--- src/rtl/layer_mixer_if.sv ---
// -----------------------------------------------------------------------------
// layer_mixer_if
//   Bundles the pixel-stream side of layer_mixer: the layer inputs and timing
//   from the sprite/text generators, plus the VGA outputs and collision report.
//
//   Handshake: `valid` qualifies the pixel presented on the same cycle. There
//   is no ready. The mixer accepts a pixel every clock and never stalls, so
//   every output appears exactly 2 cycles after its input, with or without
//   valid.
//
//   Modports
//     master : generator / testbench side (drives inputs, observes outputs)
//     slave  : mixer side (observes inputs, drives outputs)
// -----------------------------------------------------------------------------
interface layer_mixer_if #(
  parameter int N_LAYERS   = 7,
  parameter int COLOR_BITS = 3,
  parameter int OUT_BITS   = 4
);
  logic                           valid;
  logic                           hsync_in;
  logic                           vsync_in;
  logic                           frame_start;
  logic [N_LAYERS-1:0]            layer_en;
  logic [N_LAYERS*3*COLOR_BITS-1:0] layer_pix;
  logic [OUT_BITS-1:0]            vgaRed;
  logic [OUT_BITS-1:0]            vgaGreen;
  logic [OUT_BITS-1:0]            vgaBlue;
  logic                           hsync_out;
  logic                           vsync_out;
  logic                           valid_out;
  logic [N_LAYERS-1:0]            coll_flags;
  logic                           coll_valid;

  modport master (
    output valid, hsync_in, vsync_in, frame_start, layer_en, layer_pix,
    input  vgaRed, vgaGreen, vgaBlue, hsync_out, vsync_out, valid_out,
           coll_flags, coll_valid
  );

  modport slave (
    input  valid, hsync_in, vsync_in, frame_start, layer_en, layer_pix,
    output vgaRed, vgaGreen, vgaBlue, hsync_out, vsync_out, valid_out,
           coll_flags, coll_valid
  );
endinterface

--- src/rtl/layer_mixer.sv ---
// -----------------------------------------------------------------------------
// layer_mixer
//   Two-stage priority compositor between the layer generators and the VGA
//   pins. Layer 0 has the highest priority. An all-zero pixel is transparent,
//   except on the background layer (N_LAYERS-1), which is drawn even when zero.
//   Layer enables are shadowed per frame. Collision flags are reported once per
//   frame.
//
//   Ports
//     clk    : pixel clock
//     rst_n  : synchronous reset, active-low
//     mix    : layer_mixer_if.slave
//              inputs  valid, hsync_in, vsync_in, frame_start, layer_en,
//                      layer_pix (layer i at [i*3*COLOR_BITS +: 3*COLOR_BITS],
//                      packed as {R,G,B})
//              outputs vgaRed/vgaGreen/vgaBlue, hsync_out, vsync_out,
//                      valid_out (all 2 cycles after input), coll_flags,
//                      coll_valid
//
//   Build option
//     MIXER_REPLICATE_EN : fill the low output bits by replicating the channel
//                          MSBs, so full scale maps to full scale. When it is
//                          undefined, the low bits are zero.
// -----------------------------------------------------------------------------
module layer_mixer #(
  parameter int N_LAYERS   = 7,
  parameter int COLOR_BITS = 3,
  parameter int OUT_BITS   = 4
) (
  input  logic         clk,
  input  logic         rst_n,
  layer_mixer_if.slave mix
);
  localparam int PW = 3 * COLOR_BITS;
  localparam logic [N_LAYERS-1:0] ONE = N_LAYERS'(1);

  // Stage 1
  logic [N_LAYERS*PW-1:0] r_s1_pix;
  logic                   r_s1_valid;
  logic                   r_s1_hs;
  logic                   r_s1_vs;
  logic                   r_s1_fs;
  logic [N_LAYERS-1:0]    r_shadow_en;
  logic [N_LAYERS-1:0]    r_acc;

  // Stage 2 (outputs)
  logic [OUT_BITS-1:0]    r_red;
  logic [OUT_BITS-1:0]    r_green;
  logic [OUT_BITS-1:0]    r_blue;
  logic                   r_hs_out;
  logic                   r_vs_out;
  logic                   r_valid_out;
  logic [N_LAYERS-1:0]    r_coll_flags;
  logic                   r_coll_valid;

  logic [N_LAYERS-1:0]    w_opaque;
  logic [N_LAYERS-1:0]    w_hit;
  logic [PW-1:0]          w_sel;

  function automatic logic [OUT_BITS-1:0] expand(input logic [COLOR_BITS-1:0] c);
    logic [OUT_BITS-1:0] r;
    r = '0;
    r[OUT_BITS-1 -: COLOR_BITS] = c;
`ifdef MIXER_REPLICATE_EN
    // Copy downward from the top so that wide pads repeat the whole pattern.
    for (int b = OUT_BITS - COLOR_BITS - 1; b >= 0; b--) r[b] = r[b + COLOR_BITS];
`endif
    return r;
  endfunction

  // Opacity and priority selection. The background never counts as opaque.
  always_comb begin
    w_opaque = '0;
    for (int i = 0; i < N_LAYERS - 1; i++)
      w_opaque[i] = (r_s1_pix[i*PW +: PW] != '0) && r_shadow_en[i];

    w_sel = r_shadow_en[N_LAYERS-1] ? r_s1_pix[(N_LAYERS-1)*PW +: PW] : '0;
    // Walk from lowest to highest priority so that the lowest index wins.
    for (int i = N_LAYERS - 2; i >= 0; i--)
      if (w_opaque[i]) w_sel = r_s1_pix[i*PW +: PW];
    if (!r_s1_valid) w_sel = '0;
  end

  // A layer hits when it is opaque and at least one other layer is opaque too.
  always_comb begin
    w_hit = '0;
    if (r_s1_valid)
      for (int i = 0; i < N_LAYERS - 1; i++)
        w_hit[i] = w_opaque[i] && ((w_opaque & ~(ONE << i)) != '0);
  end

  always_ff @(posedge clk) begin
    if (!rst_n) begin
      r_s1_pix     <= '0;
      r_s1_valid   <= 1'b0;
      r_s1_hs      <= 1'b0;
      r_s1_vs      <= 1'b0;
      r_s1_fs      <= 1'b0;
      r_shadow_en  <= '1;
      r_acc        <= '0;
      r_red        <= '0;
      r_green      <= '0;
      r_blue       <= '0;
      r_hs_out     <= 1'b0;
      r_vs_out     <= 1'b0;
      r_valid_out  <= 1'b0;
      r_coll_flags <= '0;
      r_coll_valid <= 1'b0;
    end else begin
      r_s1_pix   <= mix.layer_pix;
      r_s1_valid <= mix.valid;
      r_s1_hs    <= mix.hsync_in;
      r_s1_vs    <= mix.vsync_in;
      r_s1_fs    <= mix.frame_start;
      // The new enables apply from the frame_start pixel itself.
      if (mix.frame_start) r_shadow_en <= mix.layer_en;

      r_red       <= expand(w_sel[PW-1 -: COLOR_BITS]);
      r_green     <= expand(w_sel[2*COLOR_BITS-1 -: COLOR_BITS]);
      r_blue      <= expand(w_sel[COLOR_BITS-1:0]);
      r_hs_out    <= r_s1_hs;
      r_vs_out    <= r_s1_vs;
      r_valid_out <= r_s1_valid;

      // On a frame boundary, report the frame that just ended. Hits on the
      // boundary pixel start the new frame's accumulation.
      r_coll_valid <= r_s1_fs;
      if (r_s1_fs) begin
        r_coll_flags <= r_acc;
        r_acc        <= w_hit;
      end else begin
        r_acc <= r_acc | w_hit;
      end
    end
  end

  assign mix.vgaRed     = r_red;
  assign mix.vgaGreen   = r_green;
  assign mix.vgaBlue    = r_blue;
  assign mix.hsync_out  = r_hs_out;
  assign mix.vsync_out  = r_vs_out;
  assign mix.valid_out  = r_valid_out;
  assign mix.coll_flags = r_coll_flags;
  assign mix.coll_valid = r_coll_valid;
endmodule
--- src/flat_wrapper.sv ---
// flat-port wrapper written by rule: the top's interface ports become plain ports
module layer_mixer_flat 
#(
  parameter int N_LAYERS   = 7,
  parameter int COLOR_BITS = 3,
  parameter int OUT_BITS   = 4
)
  (clk, rst_n, mix_valid, mix_hsync_in, mix_vsync_in, mix_frame_start, mix_layer_en, mix_layer_pix, mix_vgaRed, mix_vgaGreen, mix_vgaBlue, mix_hsync_out, mix_vsync_out, mix_valid_out, mix_coll_flags, mix_coll_valid);
  layer_mixer_if #(.N_LAYERS(N_LAYERS), .COLOR_BITS(COLOR_BITS), .OUT_BITS(OUT_BITS)) mix_i ();
  input  logic clk;
  input  logic rst_n;
  input wire logic [$bits(mix_i.valid)-1:0] mix_valid;
  input wire logic [$bits(mix_i.hsync_in)-1:0] mix_hsync_in;
  input wire logic [$bits(mix_i.vsync_in)-1:0] mix_vsync_in;
  input wire logic [$bits(mix_i.frame_start)-1:0] mix_frame_start;
  input wire logic [$bits(mix_i.layer_en)-1:0] mix_layer_en;
  input wire logic [$bits(mix_i.layer_pix)-1:0] mix_layer_pix;
  output wire logic [$bits(mix_i.vgaRed)-1:0] mix_vgaRed;
  output wire logic [$bits(mix_i.vgaGreen)-1:0] mix_vgaGreen;
  output wire logic [$bits(mix_i.vgaBlue)-1:0] mix_vgaBlue;
  output wire logic [$bits(mix_i.hsync_out)-1:0] mix_hsync_out;
  output wire logic [$bits(mix_i.vsync_out)-1:0] mix_vsync_out;
  output wire logic [$bits(mix_i.valid_out)-1:0] mix_valid_out;
  output wire logic [$bits(mix_i.coll_flags)-1:0] mix_coll_flags;
  output wire logic [$bits(mix_i.coll_valid)-1:0] mix_coll_valid;
  assign mix_i.valid = mix_valid;
  assign mix_i.hsync_in = mix_hsync_in;
  assign mix_i.vsync_in = mix_vsync_in;
  assign mix_i.frame_start = mix_frame_start;
  assign mix_i.layer_en = mix_layer_en;
  assign mix_i.layer_pix = mix_layer_pix;
  assign mix_vgaRed = mix_i.vgaRed;
  assign mix_vgaGreen = mix_i.vgaGreen;
  assign mix_vgaBlue = mix_i.vgaBlue;
  assign mix_hsync_out = mix_i.hsync_out;
  assign mix_vsync_out = mix_i.vsync_out;
  assign mix_valid_out = mix_i.valid_out;
  assign mix_coll_flags = mix_i.coll_flags;
  assign mix_coll_valid = mix_i.coll_valid;
  layer_mixer #(.N_LAYERS(N_LAYERS), .COLOR_BITS(COLOR_BITS), .OUT_BITS(OUT_BITS)) u_core (.clk(clk), .rst_n(rst_n), .mix(mix_i));
endmodule
--- config.mk ---
export PLATFORM = sky130hd
export DESIGN_NAME = layer_mixer_flat
export DESIGN_NICKNAME = d
export VERILOG_FILES = /design/src/rtl/layer_mixer_if.sv /design/src/rtl/layer_mixer.sv /design/src/flat_wrapper.sv
export SDC_FILE = /design/constraint.sdc
export NUM_CORES = 1
export LEC_CHECK = 0
export CORE_MARGIN = 1.5
export CORE_UTILIZATION = 51
export CTS_CLUSTER_SIZE = 14
export DETAILED_ROUTE_END_ITERATION = 16
export GPL_TIMING_DRIVEN = 0
export PLACE_DENSITY = 0.84
export REMOVE_ABC_BUFFERS = 1
export SETUP_SLACK_MARGIN = 0.3
export SLEW_MARGIN = 5
export SYNTH_ARGS = -nofsm -noshare
export SYNTH_HDL_FRONTEND = slang
export SYNTH_SLANG_ARGS = --single-unit
--- constraint.sdc ---
create_clock -name clk -period 3.1 [get_ports clk]
set_input_delay 0.62 -clock clk [delete_from_list [all_inputs] [get_ports clk]]
set_output_delay 0.62 -clock clk [all_outputs]
set_load 0.02 [all_outputs]
After elaboration in Yosys (flattened, before gate mapping)
Index checks and enable logic that the tools add are counted.
- bits in registers: 104
- input bits: 76
- output and inout bits: 23
- word-level logic and storage cells: 56
- muxes and demuxes: 9
- bitwise logic cells: 2
- reductions and logical operators: 26
- operators with widths (operator ; number):
    two-way mux 9 bit ; 7
    nonzero test 9 bit ; 6
    nonzero test 7 bit ; 6
    logical AND 1 bit ; 12
    two-way mux 6 bit ; 2
    bitwise OR 7 x 6 -> 7 bit ; 1
    AND reduction 2 bit ; 1
    OR reduction 2 bit ; 1
    inverter 1 bit ; 1

Longest topological paths before layout
- word-level depth: 8
- gate-level depth with buffers: 7

Least setup slack after synthesis
Ideal clock, no wire load.
- path kind: reg-to-reg
- from: register u_core.r_s1_pix[22]
- to: register u_core.r_acc[5]
- data arrival time: 1.956 ns
- path slack: 1.026 ns
- stages on the path, launching flop included: 6
- clock period less this slack: 2.074 ns
- cell sequence: dfxtp_1 or4_4 o31a_1 buf_6 or4_1 a32o_1
- word-level cells in the longest chain between the ends: 7
- RTL lines (element ; line ; source):
    start: declaration ; layer_mixer.sv:38 ; logic [N_LAYERS*PW-1:0] r_s1_pix;
    start signal: assignment ; layer_mixer.sv:110 ; r_s1_pix <= mix.layer_pix;
    nonzero test 9 bit * ; layer_mixer.sv:75 ; w_opaque[i] = (r_s1_pix[i*PW +: PW] != '0) && r_shadow_en[i];
    logical AND 1 bit * ; layer_mixer.sv:75 ;
    nonzero test 7 bit * ; layer_mixer.sv:89 ; w_hit[i] = w_opaque[i] && ((w_opaque & ~(ONE << i)) != '0);
    logical AND 1 bit * ; layer_mixer.sv:89 ;
    two-way mux 6 bit * ; layer_mixer.sv:87 ; if (r_s1_valid)
    bitwise OR 7 x 6 -> 7 bit ; layer_mixer.sv:132 ; r_acc <= r_acc | w_hit;
    two-way mux 6 bit * ; layer_mixer.sv:128 ; if (r_s1_fs) begin
    end signal: assignment ; layer_mixer.sv:130 ; r_acc <= w_hit;
    end signal: assignment ; layer_mixer.sv:132 ;
    end: declaration ; layer_mixer.sv:44 ; logic [N_LAYERS-1:0] r_acc;
Every way passes the cells marked *; elsewhere a longest branch is shown, timed or not.
A chain may end at the register's enable or synchronous reset.

Worst setup path in the final report
- from: register u_core.r_s1_pix[34]
- to: register u_core.r_acc[5]
The elaborated chain is that of the path after synthesis.

==> impl_metrics.py <==
metrics = {
    "outcome": {
        "outcome": "completed",
    },
    "placed_design": {
        "detailed_place_hpwl_um": 6100,
        "gp_congestion": 0.911,
        "portBuffers": 94,
        "dp_cells": 535,
    },
    "sta": {
        "setup_viol": 0,
        "tns_ns": 0,
        "skew_ns": 0.00696,
        "max_slew.worst_pin.slew_ns": 0.985,
        "max_freq_mhz": 395,
        "rsz0062_at_grt": "false",
        "hold_viol_final": 0,
        "fin_crit_ns": 2.53,
        "timing.final.crit_share_pct": 81.6,
        "drv_slew": 0,
        "timing.slew.headroom_pct": 34.0,
    },
    "logic_synthesis": {
        "yosysSeqAreaShare_pct": 54.5,
        "syn_inst": 366,
        "synth_edf_count": 0,
        "synth_warnings": 0,
        "ys.flop_type": "dfxtp_1",
        "synthesis.area_sq_um": 3630,
        "async_reset_ff_share_pct": 0,
        "synth_seq_cells": 99,
        "synth.distinct_cells": 40,
        "syn_avg_cell_area_sq_um": 9.93,
    },
    "route": {
        "drt_iter0_drc": 197,
        "drtPass1Iterations": 5,
        "drc_errors": 0,
        "wl_per_cell_um": 14.7,
        "via_per_inst": 5.28,
        "num_vias": 2908,
        "drt_wl_total_um": 8070,
        "ant_nets": 0,
    },
    "critical_path": {
        "crit_chain": "or4_4, o41ai_4, nand2_1, or4_1, a32o_1",
        "reg2reg_to": "u_core.r_acc[5]",
        "r2r_cells": 5,
        "path_class": "flip-flop to flip-flop",
        "cp.buffers_inverters": 0,
        "endpoint_kind": "flip-flop",
        "critPathMaxFanout": 12,
        "cp_top_family": "simple AND/OR/NAND/NOR gates",
        "reg2reg_slack_ns": 0.57,
        "required_ns": 3.36,
        "worst_path_largest_cell_delay_ns": 0.66,
        "critPathSlowestCell": "o41ai_4",
        "r2r-start": "u_core.r_s1_pix[34]",
        "cp.arrival_ns": 2.78,
        "start_kind": "flip-flop",
        "crit_start": "u_core.r_s1_pix[34]",
    },
    "finish": {
        "final_util_pct": 70.5,
        "n_antenna_cell": 0,
        "drive_gt1_share_pct": 5.27,
        "area_growth_pct": 32.5,
        "nNetsFinal": 526,
        "fill_cells": 549,
        "final_cells": 551,
    },
    "hold_path": {
        "min_path_type": "flip-flop to flip-flop",
        "holdPathStages": 1,
        "min-delay-start": "u_core.r_s1_vs",
        "hold-path-endpoint": "u_core.mix.vsync_out",
    },
    "clocking": {
        "tritoncts": "yes",
        "cts.clk_slew.worst_paths_ns": 0.09,
        "cts-root-buf": "clkbuf_8",
        "cts_buffer_depth": 2,
        "cts_sinks": 99,
        "insertion_delay_ns": 0.36,
        "cts_buffers": 9,
        "h-tree-depth": 3,
    },
    "global_route": {
        "grt_overflow": 0,
        "grt_max_degree": 50,
        "antenna_found_initial": 0,
        "grt_util_all_layers_pct": 22.4,
        "met1_usage_pct": 28.0,
        "gr-max-usage-layer": "met2",
        "grt_pass1_wl_um": 13000,
        "use_met3_pct": 5.50,
        "grt_pass1_vias": 2713,
        "use_met2_pct": 37.3,
    },
    "floorplan": {
        "fp.coreArea_sq_um": 6830,
        "start_util_pct": 53.2,
        "die-height_um": 87.4,
        "die_area_sq_um": 7640,
        "io_pins": 99,
        "rows": 30,
        "fp.dieW_um": 87.4,
    },
    "flow_run": {
        "max_cap_violations": 0,
    },
    "pwr": {
        "p_total_uw": 2510,
        "power_density_nw_per_um2": 521,
        "ir_drop_uv": 288,
        "leakage_uw": 0.00182,
    },
}
[placed cells by master, fill, tap and decap left out, drive strengths merged, types with 2 or more instances in the layout]
master         count
a32o               4
and2              71
mux2i             10
inv                7
a31oi              6
or4                6
a311oi             2
clkdlybuf4s50     93
o2111ai            5
or3                3
o2111a             2
o21ai              3
nor4               4
nand3              3
o221ai             5
nor3               4
nor2              14
buf                2
clkbuf            11
o21a               7
nand2             41
o31ai              4
o211ai            10
a21oi              6
o22ai              5
a22oi              2
a221oi             5
dfxtp             99
conb               4
clkinv             3
nor2b              7
o31a               2
[report_power, final]
part	switching (uW)	internal, uW
logic	139	178
registers	48.9	1340
clock network	423	380
[cells by family after synthesis]
logic type / Yosys count / synth area share [%]
AND/OR/NAND/NOR: 154 / 23.0
flip-flops: 99 / 54.5
AO/OA/AOI/OAI: 71 / 15.7
buffers and inverters: 31 / 3.89
multiplexers: 10 / 2.75
other: 1 / 0.103
[cells in the mapped netlist, types with 4 or more instances]
cell	count	area [sq um]
nor2_1	14	52.6
nor4_1	4	25.0
a221oi_1	5	43.8
inv_1	5	18.8
o21a_1	7	52.6
mux2i_1	10	100
nand2_1	41	154
o22ai_1	5	31.3
buf_4	4	30.0
o221ai_1	5	43.8
nor2b_1	7	43.8
o2111ai_1	5	43.8
nor3_1	4	20.0
a21oi_1	6	30.0
a32o_1	4	40.0
clkbuf_1	18	67.6
and2_1	71	444
a31oi_1	6	37.5
o211ai_1	10	75.1
dfxtp_1	99	1980
[flip-flops by register name, summed over array words and instances, names as in the netlist, 3 cells and up]
signal,flops
u_core.mix.vgaBlue,3
u_core.mix.vgaGreen,3
u_core.r_shadow_en,7
u_core.r_s1_pix,63
u_core.mix.vgaRed,3
u_core.r_acc,6
u_core.mix.coll_flags,6
[worst max path at each step]
stage                     slack (ns)  cells past startpoint              endpoint
after floorplan                 0.65                      5       u_core.r_acc[5]
after global placement         -0.97                      5  u_core.mix.vgaRed[3]
after detailed placement        0.29                      5       u_core.r_acc[5]
after CTS                       0.58                      5       u_core.r_acc[5]
after global routing            0.46                      5       u_core.r_acc[5]
final                           0.57                      5       u_core.r_acc[5]
[repair_timing]
action                     in CTS  in global routing
setup endpoints to repair       1                  0
setup buffers                   0                  0
hold buffers                    0                  0
gates resized for setup         1                  0
[layer usage]
layer | vias to the layer above | routed length (um)
met5 | - | 0
met4 | 0 | 197
met3 | 16 | 485
met2 | 122 | 3910
met1 | 1332 | 3480
li1 | 1438 | -
[per-stage QoR]
stage	worst slack [ns]	hold WS, ns	instance area, sq um
floorplan	0.648	0.412	3530
global placement	-0.970	0.416	4590
detailed placement	0.285	0.419	4610
CTS	0.575	0.442	4810
global route	0.461	0.460	4810
finish	0.570	0.440	4810
[worst register-to-register path, cell delays in order (launching register included)]
cell and delay (ns):
dfxtp_1 0.34, or4_4 0.56, o41ai_4 0.66, nand2_1 0.17
or4_1 0.44, a32o_1 0.27
[final cells by class]
type | count | area [sq um] | share of cell area [%]
clock inverter | 5 | 61.3 | 1.27
timing repair buffer | 95 | 963 | 20.0
tap | 96 | 120 | 2.50
clock buffer | 11 | 131 | 2.73
sequential | 99 | 1980 | 41.2
multi-input combinational | 239 | 1530 | 31.8
inverter | 6 | 22.5 | 0.468
Power figures use the tool's default switching activity.
